<file path="config.mk">
export PLATFORM = sky130hd
export DESIGN_NAME = ones_complement_accumulator_flat
export DESIGN_NICKNAME = d
export VERILOG_FILES = /design/src/rtl/ones_complement_accumulator_if.sv /design/src/rtl/ones_complement_accumulator.sv /design/src/flat_wrapper.sv
export SDC_FILE = /design/constraint.sdc
export NUM_CORES = 1
export LEC_CHECK = 0
export CAP_MARGIN = 20
export CORE_MARGIN = 5
export CORE_UTILIZATION = 48
export CTS_CLUSTER_DIAMETER = 150
export CTS_CLUSTER_SIZE = 8
export DETAILED_ROUTE_END_ITERATION = 12
export PLACE_DENSITY = 0.71
export RECOVER_POWER = 50
export SLEW_MARGIN = 25
export SYNTH_ARGS = -nofsm -noshare
export SYNTH_HDL_FRONTEND = slang
export SYNTH_SLANG_ARGS = --single-unit
</file>
<file path="constraint.sdc">
create_clock -name CLK -period 3.15 [get_ports CLK]
set_input_delay 0.4725 -clock CLK [delete_from_list [all_inputs] [get_ports CLK]]
set_output_delay 0.4725 -clock CLK [all_outputs]
set_load 0.05 [all_outputs]
</file>
<file path="src/rtl/ones_complement_accumulator_if.sv">
// Word-in / result-out handshake bundle for the ones' complement accumulator.
// slave = engine side, master = producer/consumer side.
interface ones_complement_accumulator_if #(
   parameter int WIDTH = 16,
   parameter int CNT_W = 16
);
   logic [WIDTH-1:0] IN_DATA;
   logic             IN_VALID;
   logic             IN_LAST;
   logic             IN_READY;
   logic [WIDTH-1:0] OUT_DATA;
   logic             OUT_VALID;
   logic             OUT_READY;
   logic [CNT_W-1:0] OUT_COUNT;

   modport slave (
      input  IN_DATA, IN_VALID, IN_LAST, OUT_READY,
      output IN_READY, OUT_DATA, OUT_VALID, OUT_COUNT
   );

   modport master (
      output IN_DATA, IN_VALID, IN_LAST, OUT_READY,
      input  IN_READY, OUT_DATA, OUT_VALID, OUT_COUNT
   );
endinterface

</file>
<file path="src/rtl/ones_complement_accumulator.sv">
// Streaming ones' complement summer: end-around-carry accumulate, fold guard bits, hold result until taken.
// Last beat -> OUT_VALID in 2..4 cycles; IN_READY low outside ACCUM. OCSUM_INVERT_EN selects inverted (checksum) output.
module ones_complement_accumulator #(
   parameter int WIDTH = 16,
   parameter int GUARD = 4,
   parameter int CNT_W = 16
) (
   input  logic CLK,
   input  logic RST_N,
   input  logic CLEAR,
   ones_complement_accumulator_if.slave bus
);

   localparam int AW = WIDTH + GUARD;

   typedef enum logic [1:0] {
      S_ACCUM = 2'd0,
      S_FOLD  = 2'd1,
      S_OUT   = 2'd2
   } state_t;

   state_t           r_state;
   state_t           w_state_nxt;
   logic [AW-1:0]    r_acc;
   logic [AW-1:0]    w_acc_nxt;
   logic [CNT_W-1:0] r_count;
   logic [CNT_W-1:0] w_count_nxt;
   logic [WIDTH-1:0] r_out_data;
   logic [WIDTH-1:0] w_out_data_nxt;
   logic [CNT_W-1:0] r_out_count;
   logic [CNT_W-1:0] w_out_count_nxt;
   logic             r_out_vld;
   logic             w_out_vld_nxt;

   logic [WIDTH-1:0] w_lo;
   logic [GUARD-1:0] w_hi;
   logic [AW-1:0]    w_lo_plus_hi;
   logic [AW-1:0]    w_acc_add;
   logic [WIDTH-1:0] w_result;
   logic             w_accept;
   logic             w_count_sat;

   assign w_lo         = r_acc[WIDTH-1:0];
   assign w_hi         = r_acc[AW-1:WIDTH];
   assign w_lo_plus_hi = AW'(w_lo) + AW'(w_hi);
   // lo + hi + word stays below 2^AW whenever GUARD >= 2, so no carry is lost
   assign w_acc_add    = w_lo_plus_hi + AW'(bus.IN_DATA);
   assign w_accept     = bus.IN_VALID && (r_state == S_ACCUM);
   assign w_count_sat  = &r_count;

`ifdef OCSUM_INVERT_EN
   assign w_result = ~w_lo;
`else
   assign w_result = w_lo;
`endif

   always_comb begin
      w_state_nxt     = r_state;
      w_acc_nxt       = r_acc;
      w_count_nxt     = r_count;
      w_out_data_nxt  = r_out_data;
      w_out_count_nxt = r_out_count;
      w_out_vld_nxt   = r_out_vld;

      if (CLEAR) begin
         w_state_nxt   = S_ACCUM;
         w_acc_nxt     = '0;
         w_count_nxt   = '0;
         w_out_vld_nxt = 1'b0;
      end else begin
         case (r_state)
            S_ACCUM: begin
               if (w_accept) begin
                  w_acc_nxt = w_acc_add;
                  if (!w_count_sat) begin
                     w_count_nxt = r_count + CNT_W'(1);
                  end
                  if (bus.IN_LAST) begin
                     w_state_nxt = S_FOLD;
                  end
               end
            end
            S_FOLD: begin
               if (w_hi == '0) begin
                  w_out_data_nxt  = w_result;
                  w_out_count_nxt = r_count;
                  w_out_vld_nxt   = 1'b1;
                  w_state_nxt     = S_OUT;
               end else begin
                  w_acc_nxt = w_lo_plus_hi;
               end
            end
            S_OUT: begin
               if (bus.OUT_READY) begin
                  w_acc_nxt     = '0;
                  w_count_nxt   = '0;
                  w_out_vld_nxt = 1'b0;
                  w_state_nxt   = S_ACCUM;
               end
            end
            default: begin
               w_state_nxt   = S_ACCUM;
               w_acc_nxt     = '0;
               w_count_nxt   = '0;
               w_out_vld_nxt = 1'b0;
            end
         endcase
      end
   end

   always_ff @(posedge CLK or negedge RST_N) begin
      if (!RST_N) begin
         r_state     <= S_ACCUM;
         r_acc       <= '0;
         r_count     <= '0;
         r_out_data  <= '0;
         r_out_count <= '0;
         r_out_vld   <= 1'b0;
      end else begin
         r_state     <= w_state_nxt;
         r_acc       <= w_acc_nxt;
         r_count     <= w_count_nxt;
         r_out_data  <= w_out_data_nxt;
         r_out_count <= w_out_count_nxt;
         r_out_vld   <= w_out_vld_nxt;
      end
   end

   assign bus.IN_READY  = (r_state == S_ACCUM);
   assign bus.OUT_DATA  = r_out_data;
   assign bus.OUT_COUNT = r_out_count;
   assign bus.OUT_VALID = r_out_vld;

`ifndef SYNTHESIS
   // a presented result must not move until the consumer takes it
   a_out_hold: assert property (@(posedge CLK) disable iff (!RST_N)
      (r_state == S_OUT && !bus.OUT_READY && !CLEAR) |=>
      (r_out_vld && $stable(r_out_data) && $stable(r_out_count)));

   a_vld_state: assert property (@(posedge CLK) disable iff (!RST_N)
      r_out_vld == (r_state == S_OUT));
`endif

endmodule

</file>
<file path="src/flat_wrapper.sv">
// flat-port wrapper written by rule: the top's interface ports become plain ports
module ones_complement_accumulator_flat 
#(
   parameter int WIDTH = 16,
   parameter int GUARD = 4,
   parameter int CNT_W = 16
)
  (CLK, RST_N, CLEAR, bus_IN_DATA, bus_IN_VALID, bus_IN_LAST, bus_OUT_READY, bus_IN_READY, bus_OUT_DATA, bus_OUT_VALID, bus_OUT_COUNT);
  ones_complement_accumulator_if #(.WIDTH(WIDTH), .CNT_W(CNT_W)) bus_i ();
  input  logic CLK;
  input  logic RST_N;
  input  logic CLEAR;
  input wire logic [$bits(bus_i.IN_DATA)-1:0] bus_IN_DATA;
  input wire logic [$bits(bus_i.IN_VALID)-1:0] bus_IN_VALID;
  input wire logic [$bits(bus_i.IN_LAST)-1:0] bus_IN_LAST;
  input wire logic [$bits(bus_i.OUT_READY)-1:0] bus_OUT_READY;
  output wire logic [$bits(bus_i.IN_READY)-1:0] bus_IN_READY;
  output wire logic [$bits(bus_i.OUT_DATA)-1:0] bus_OUT_DATA;
  output wire logic [$bits(bus_i.OUT_VALID)-1:0] bus_OUT_VALID;
  output wire logic [$bits(bus_i.OUT_COUNT)-1:0] bus_OUT_COUNT;
  assign bus_i.IN_DATA = bus_IN_DATA;
  assign bus_i.IN_VALID = bus_IN_VALID;
  assign bus_i.IN_LAST = bus_IN_LAST;
  assign bus_i.OUT_READY = bus_OUT_READY;
  assign bus_IN_READY = bus_i.IN_READY;
  assign bus_OUT_DATA = bus_i.OUT_DATA;
  assign bus_OUT_VALID = bus_i.OUT_VALID;
  assign bus_OUT_COUNT = bus_i.OUT_COUNT;
  ones_complement_accumulator #(.WIDTH(WIDTH), .GUARD(GUARD), .CNT_W(CNT_W)) u_core (.CLK(CLK), .RST_N(RST_N), .CLEAR(CLEAR), .bus(bus_i));
endmodule
</file>
# After elaboration in Yosys (flattened, before gate mapping)
# Cells that the tools add are included.
[totals]
regBits = 71
[classes]
eq_ne = 10
reduce_logical = 9
mux = 20
bitwise = 1
add_sub_neg = 3
[op_table]
columns = ["cell", "n"]
rows = [
  ["$mux 20", 4],
  ["$mux 16", 4],
  ["$pmux 20 s3", 1],
  ["$pmux 16 s3", 1],
  ["$add 20x16->20", 1],
  ["$add 16x4->17", 1],
  ["$add 16x1->16 const B", 1],
  ["$reduce_and 16->1", 1],
  ["$ne 3x3->1 const B", 4],
  ["$mux 2", 5],
  ["$reduce_and 3->1", 3],
  ["$reduce_and 4->1", 2],
  ["$ne 3x2->1 const B", 2],
  ["$pmux 2 s3", 1],
  ["$logic_not 4->1", 1],
  ["$ne 2x2->1 const B", 2],
  ["$mux 1", 3],
  ["$pmux 1 s3", 1],
  ["$eq 2x1->1 const B", 1],
  ["$eq 2x2->1 const B", 1],
  ["$logic_not 2->1", 1],
  ["$logic_and 1x1->1", 1],
  ["$not 1->1", 1],
]

# Logic depth before layout (Yosys ltp)
# Gate-level depths: netlist of run 1.
[logic_depth]
ltp_word = 5
ltp_mapped = 13
depth_no_buf = 13

# Worst setup path before layout of run 1
# Ideal clock, no wire load.
[synth_path]
path_type = "register to register"
startpoint = "reg u_core.r_acc[17]"
endpoint = "reg u_core.r_acc[15]"
path_stages_with_launch = 13
setup_ps = 141
path_slack_ps = 219
arrival_time_ps = 2790
cell_sequence = "dfrtp_1 > ha_1 > a21oi_1 > nor4_2 > nand3_1 > xnor2_1 > ha_1 > clkbuf_1 > and3_1 > nand3_1 > o211ai_1 > xnor2_1 > o221ai_1"
[synth_via]
elab_chain_cells = 5
elab_cells_between_ends = 9
cone_classes = "add/sub (2); eq/ne (1); mux (4); reduce/logical (2)"
[synth_lines]
columns = ["item", "line_no", "source"]
rows = [
  ["start, declared", "ones_complement_accumulator.sv:24", "logic [AW-1:0] r_acc;"],
  ["start signal, assigned", "ones_complement_accumulator.sv:121", "r_acc <= w_acc_nxt;"],
  ["$add 16x4->17", "ones_complement_accumulator.sv:45", "assign w_lo_plus_hi = AW'(w_lo) + AW'(w_hi);"],
  ["$add 20x16->20", "ones_complement_accumulator.sv:47", "assign w_acc_add = w_lo_plus_hi + AW'(bus.IN_DATA);"],
  ["$mux 20", "ones_complement_accumulator.sv:73", "if (w_accept) begin"],
  ["$pmux 20 s3", "ones_complement_accumulator.sv:71", "case (r_state)"],
  ["$mux 20", "ones_complement_accumulator.sv:65", "if (CLEAR) begin"],
]
# Several ways; a longest one is shown, not always the timed one. The select of a mux whose other input is x is not followed.
# A chain may end at the register's enable or synchronous reset.

# Final worst setup path of run 1
[layout_path]
startpoint = "reg u_core.r_acc[16]"
endpoint = "reg u_core.r_acc[16]"
# Same word-level chain as after synthesis.

==> key figures, run 1 <==
Final layout
  • Post-route cell area: 5540 um^2
  • Nets: 585
  • Layout cells sized above 1: 19.6%
  • Antenna diode count: 0
  • Syn-to-layout area delta: 27.4%

Floorplan
  • Die X: 105 um
  • Initial core utilization: 49.6%
  • FP Rows: 34
  • Core Region: 8760 um^2
  • # IOs: 56
  • Die area: 11100 um^2
  • DIE HEIGHT: 105 um

Logic synthesis
  • Top-area cell type share of the netlist area: 39.7%
  • Mux cell area share after synthesis: 8.95%
  • Synth area leaders: dfrtp_1 40%, mux2_2 7.5%, ha_1 5.8%
  • Synth Area in Adders: 6.67%
  • Largest family of logic cells by synthesized area: compound AO/OA/AOI/OAI gates
  • Post-Syn Area: 4350 um^2
  • Seq/Total Area, Yosys: 39.7%
  • Post-synthesis area per instance: 9.41 um^2
  • Distinct cells, synth: 60
  • XOR/XNOR Fraction of Synth Area: 3.83%
  • Post-Syn Instances: 462
  • Syn_nets: 506
  • Ys flop type: dfrtp_1
  • Post-synth EDFFs: 0
  • Synth Area in Simple Gates: 18.3%
  • Seq cells post-synth: 69
  • Cell taking the most area after synthesis: dfrtp_1
  • Synth Area in Compound Gates: 19.6%
  • Ys async rst share: 100%
  • Synth warn: 0

STA
  • Final Hold Viols: 0
  • Final worst path period need: 3.13 ns
  • Final TNS setup: 0 ns
  • Fin crit share: 99.5%
  • Max Clk Rate: 319 MHz
  • Setup Viol. Count Final: 0
  • RSZ-0062 raised after global routing: true
  • Rel. slew slack: 7.17%
  • Slew @ Worst Pin: 1.39 ns
  • Clock Skews: 0.0155 ns
  • Slew Viols, Final: 0

Critical path
  • CP Launch Type: flop
  • Element type at the critical path end: flop
  • CP required: 3.38 ns
  • Crit Path Class: reg2reg
  • Crit-path max FO: 4
  • CP arrival: 3.37 ns

Power and ir drop
  • Worst vdd ir: 0.000475 V
  • Static Leak: 2.49 nW
  • Power per cell area: 795 nW/um^2

Clocking
  • Clock Sinks: 69
  • Num CTS Buffers: 9
  • CTS root buf: clkbuf_8
  • Clk buf depth: 2
  • Clock-pin slew on the worst setup and hold paths: 0.09 ns
  • Max H-tree Level: 3
  • Clk_lat worst skew: 0.35 ns
  • CTS tree: done

Drt
  • WL/cell: 18.0 um
  • Vias after detailed routing: 3951
  • WL final: 11700 um
  • Post-detailed-route count of antenna-violating nets: 0
  • DRC Markers: 0
  • Initial DRC Count: 162
  • First-pass iteration count of the detailed router: 5
  • Vias/cell: 6.04

Run status
  • Status: finished clean

Global route
  • Global-route wire length before repair: 19400 um
  • Vias in the first global route: 3908
  • Initial antenna violation count: 0
  • Total gr overflow: 0
  • Total global-route track usage: 21.2%
  • Largest net degree at the start of global routing: 29

Placement
  • Port Buf Inserts: 55
  • GP Congestion: 0.896
  • Placed inst area: 5160 um^2
  • Post-DP HPWL: 8580 um

Worst hold path
  • Worst min path class: in2async

Flow run
  • MaxCap Viol Count: 0
==> worst paths after layout <==
kind	from	to	slack, ns	cells past startpoint
worst min-delay path	RST_N	u_core.bus.OUT_COUNT[10]	0.42	1
worst max register to register	u_core.r_acc[16]	u_core.r_acc[16]	0.02	12
min in group CLK	u_core.bus.OUT_DATA[4]	u_core.bus.OUT_DATA[4]	0.50	2
worst max-delay path	u_core.r_acc[16]	u_core.r_acc[16]	0.02	12
worst min register to register	u_core.bus.OUT_DATA[4]	u_core.bus.OUT_DATA[4]	0.50	2
max in group asynchronous	RST_N	u_core.r_acc[16]	0.89	2
==> cell type report <==
type / instances / area, um^2
Clock buffer: 9 / 124
Clock inverter: 7 / 121
Fill cell: 711 / 3220
Inverter: 11 / 41.3
Multi-Input combinational cell: 363 / 2620
Sequential cell: 69 / 1730
Tap cell: 108 / 135
Timing Repair Buffer: 87 / 773
==> critical path, cell delays in order (launching register included) <==
cell and delay (ns):
dfrtp_2 0.45, ha_4 0.18, fa_2 0.39, nand4_1 0.18, nor2_2 0.06, xor2_1 0.17
ha_1 0.31, buf_4 0.15, and3_4 0.16, a31o_4 0.25, o41ai_4 0.39, mux2i_1 0.22
nand3_1 0.09
==> layer usage <==
metal,track usage (%),wire [um],vias up
met3,2.84,573,18
met5,0,0,-
met4,8.58,227,0
met2,35.2,5870,134
met1,28.0,5070,1920
li1,-,-,1879
==> state kept, by name, indices dropped and copies added, names as in the netlist <==
register and flops:
u_core.r_state 2, u_core.bus.OUT_COUNT 16, u_core.bus.OUT_DATA 16, u_core.r_acc 18
u_core.bus.OUT_VALID 1, u_core.r_count 16
==> layout by cell type (no fill, tap or decap), types with 5 or more instances in the layout <==
| cell | count |
|---|---|
| ha_1 | 18 |
| nor3_1 | 16 |
| nand3_1 | 19 |
| dfrtp_1 | 68 |
| a31oi_1 | 6 |
| nor2b_1 | 6 |
| nand2b_1 | 5 |
| and3_1 | 8 |
| clkbuf_8 | 9 |
| xnor2_1 | 9 |
| nor2_1 | 32 |
| buf_4 | 29 |
| a211oi_1 | 5 |
| nand2_1 | 39 |
| a21oi_1 | 21 |
| mux2_2 | 29 |
| nand4_1 | 9 |
| o21ai_0 | 31 |
| a21o_1 | 7 |
| dlygate4sd3_1 | 13 |
| o21a_1 | 5 |
| xor2_1 | 7 |
| o31ai_1 | 7 |
| inv_1 | 11 |
| clkdlybuf4s50_1 | 41 |
| o21ai_1 | 11 |
==> power by group <==
| group | internal [mW] | total (mW) | switching [mW] |
|---|---|---|---|
| registers | 1.09 | 1.30 | 0.213 |
| logic | 0.908 | 2.19 | 1.28 |
| clock network | 0.530 | 0.910 | 0.380 |
| total | 2.53 | 4.40 | 1.87 |
==> metrics by stage <==
stage	setup WS (ns)	power, mW	util (%)	std cells	hold slack (ns)
6_report	0.0158	4.40	63.2	654	0.422
5_1_grt	-0.0892	4.66	63.2	654	0.519
4_1_cts	0.00156	4.30	61.8	651	0.136
3_5_place_dp	-0.107	3.37	58.9	635	0.482
3_3_place_gp	0.00409	3.33	58.9	635	0.469
2_1_floorplan	0.219	2.69	-	462	0.177
==> logic make-up (layout without fill, tap and decap cells) <==
family	Yosys count	in the layout
adders and majority gates	22	22
xor gates and xnor gates	19	19
muxes	35	35
DFF	69	69
buffers and inverters	30	114
and+or+nand+nor	157	157
AOI/OAI and AO/OA	130	130
==> timing repair <==
action	CTS	global route
gates resized for setup	1	24
buffers inserted	0	3
hold buffers	0	0
pin swaps	0	14
endpoints found under the setup margin	1	8
==> cells in the mapped netlist, types with 9 or more instances <==
library cell,n
a21oi_1,25
and3_1,9
clkbuf_1,13
dfrtp_1,69
ha_1,20
inv_1,11
mux2_2,29
nand2_1,39
nand3_1,21
nand4_1,9
nor2_1,33
nor3_1,17
o21ai_0,33
o21ai_1,9
xnor2_1,12
Power figures use the tool's default switching activity.
==> inputs of run 2 (changes only) <==
Settings changed: CAP_MARGIN 20 to not set.
==> results of run 2 <==
Final layout, timing and power as in run 1 (identical DEF).
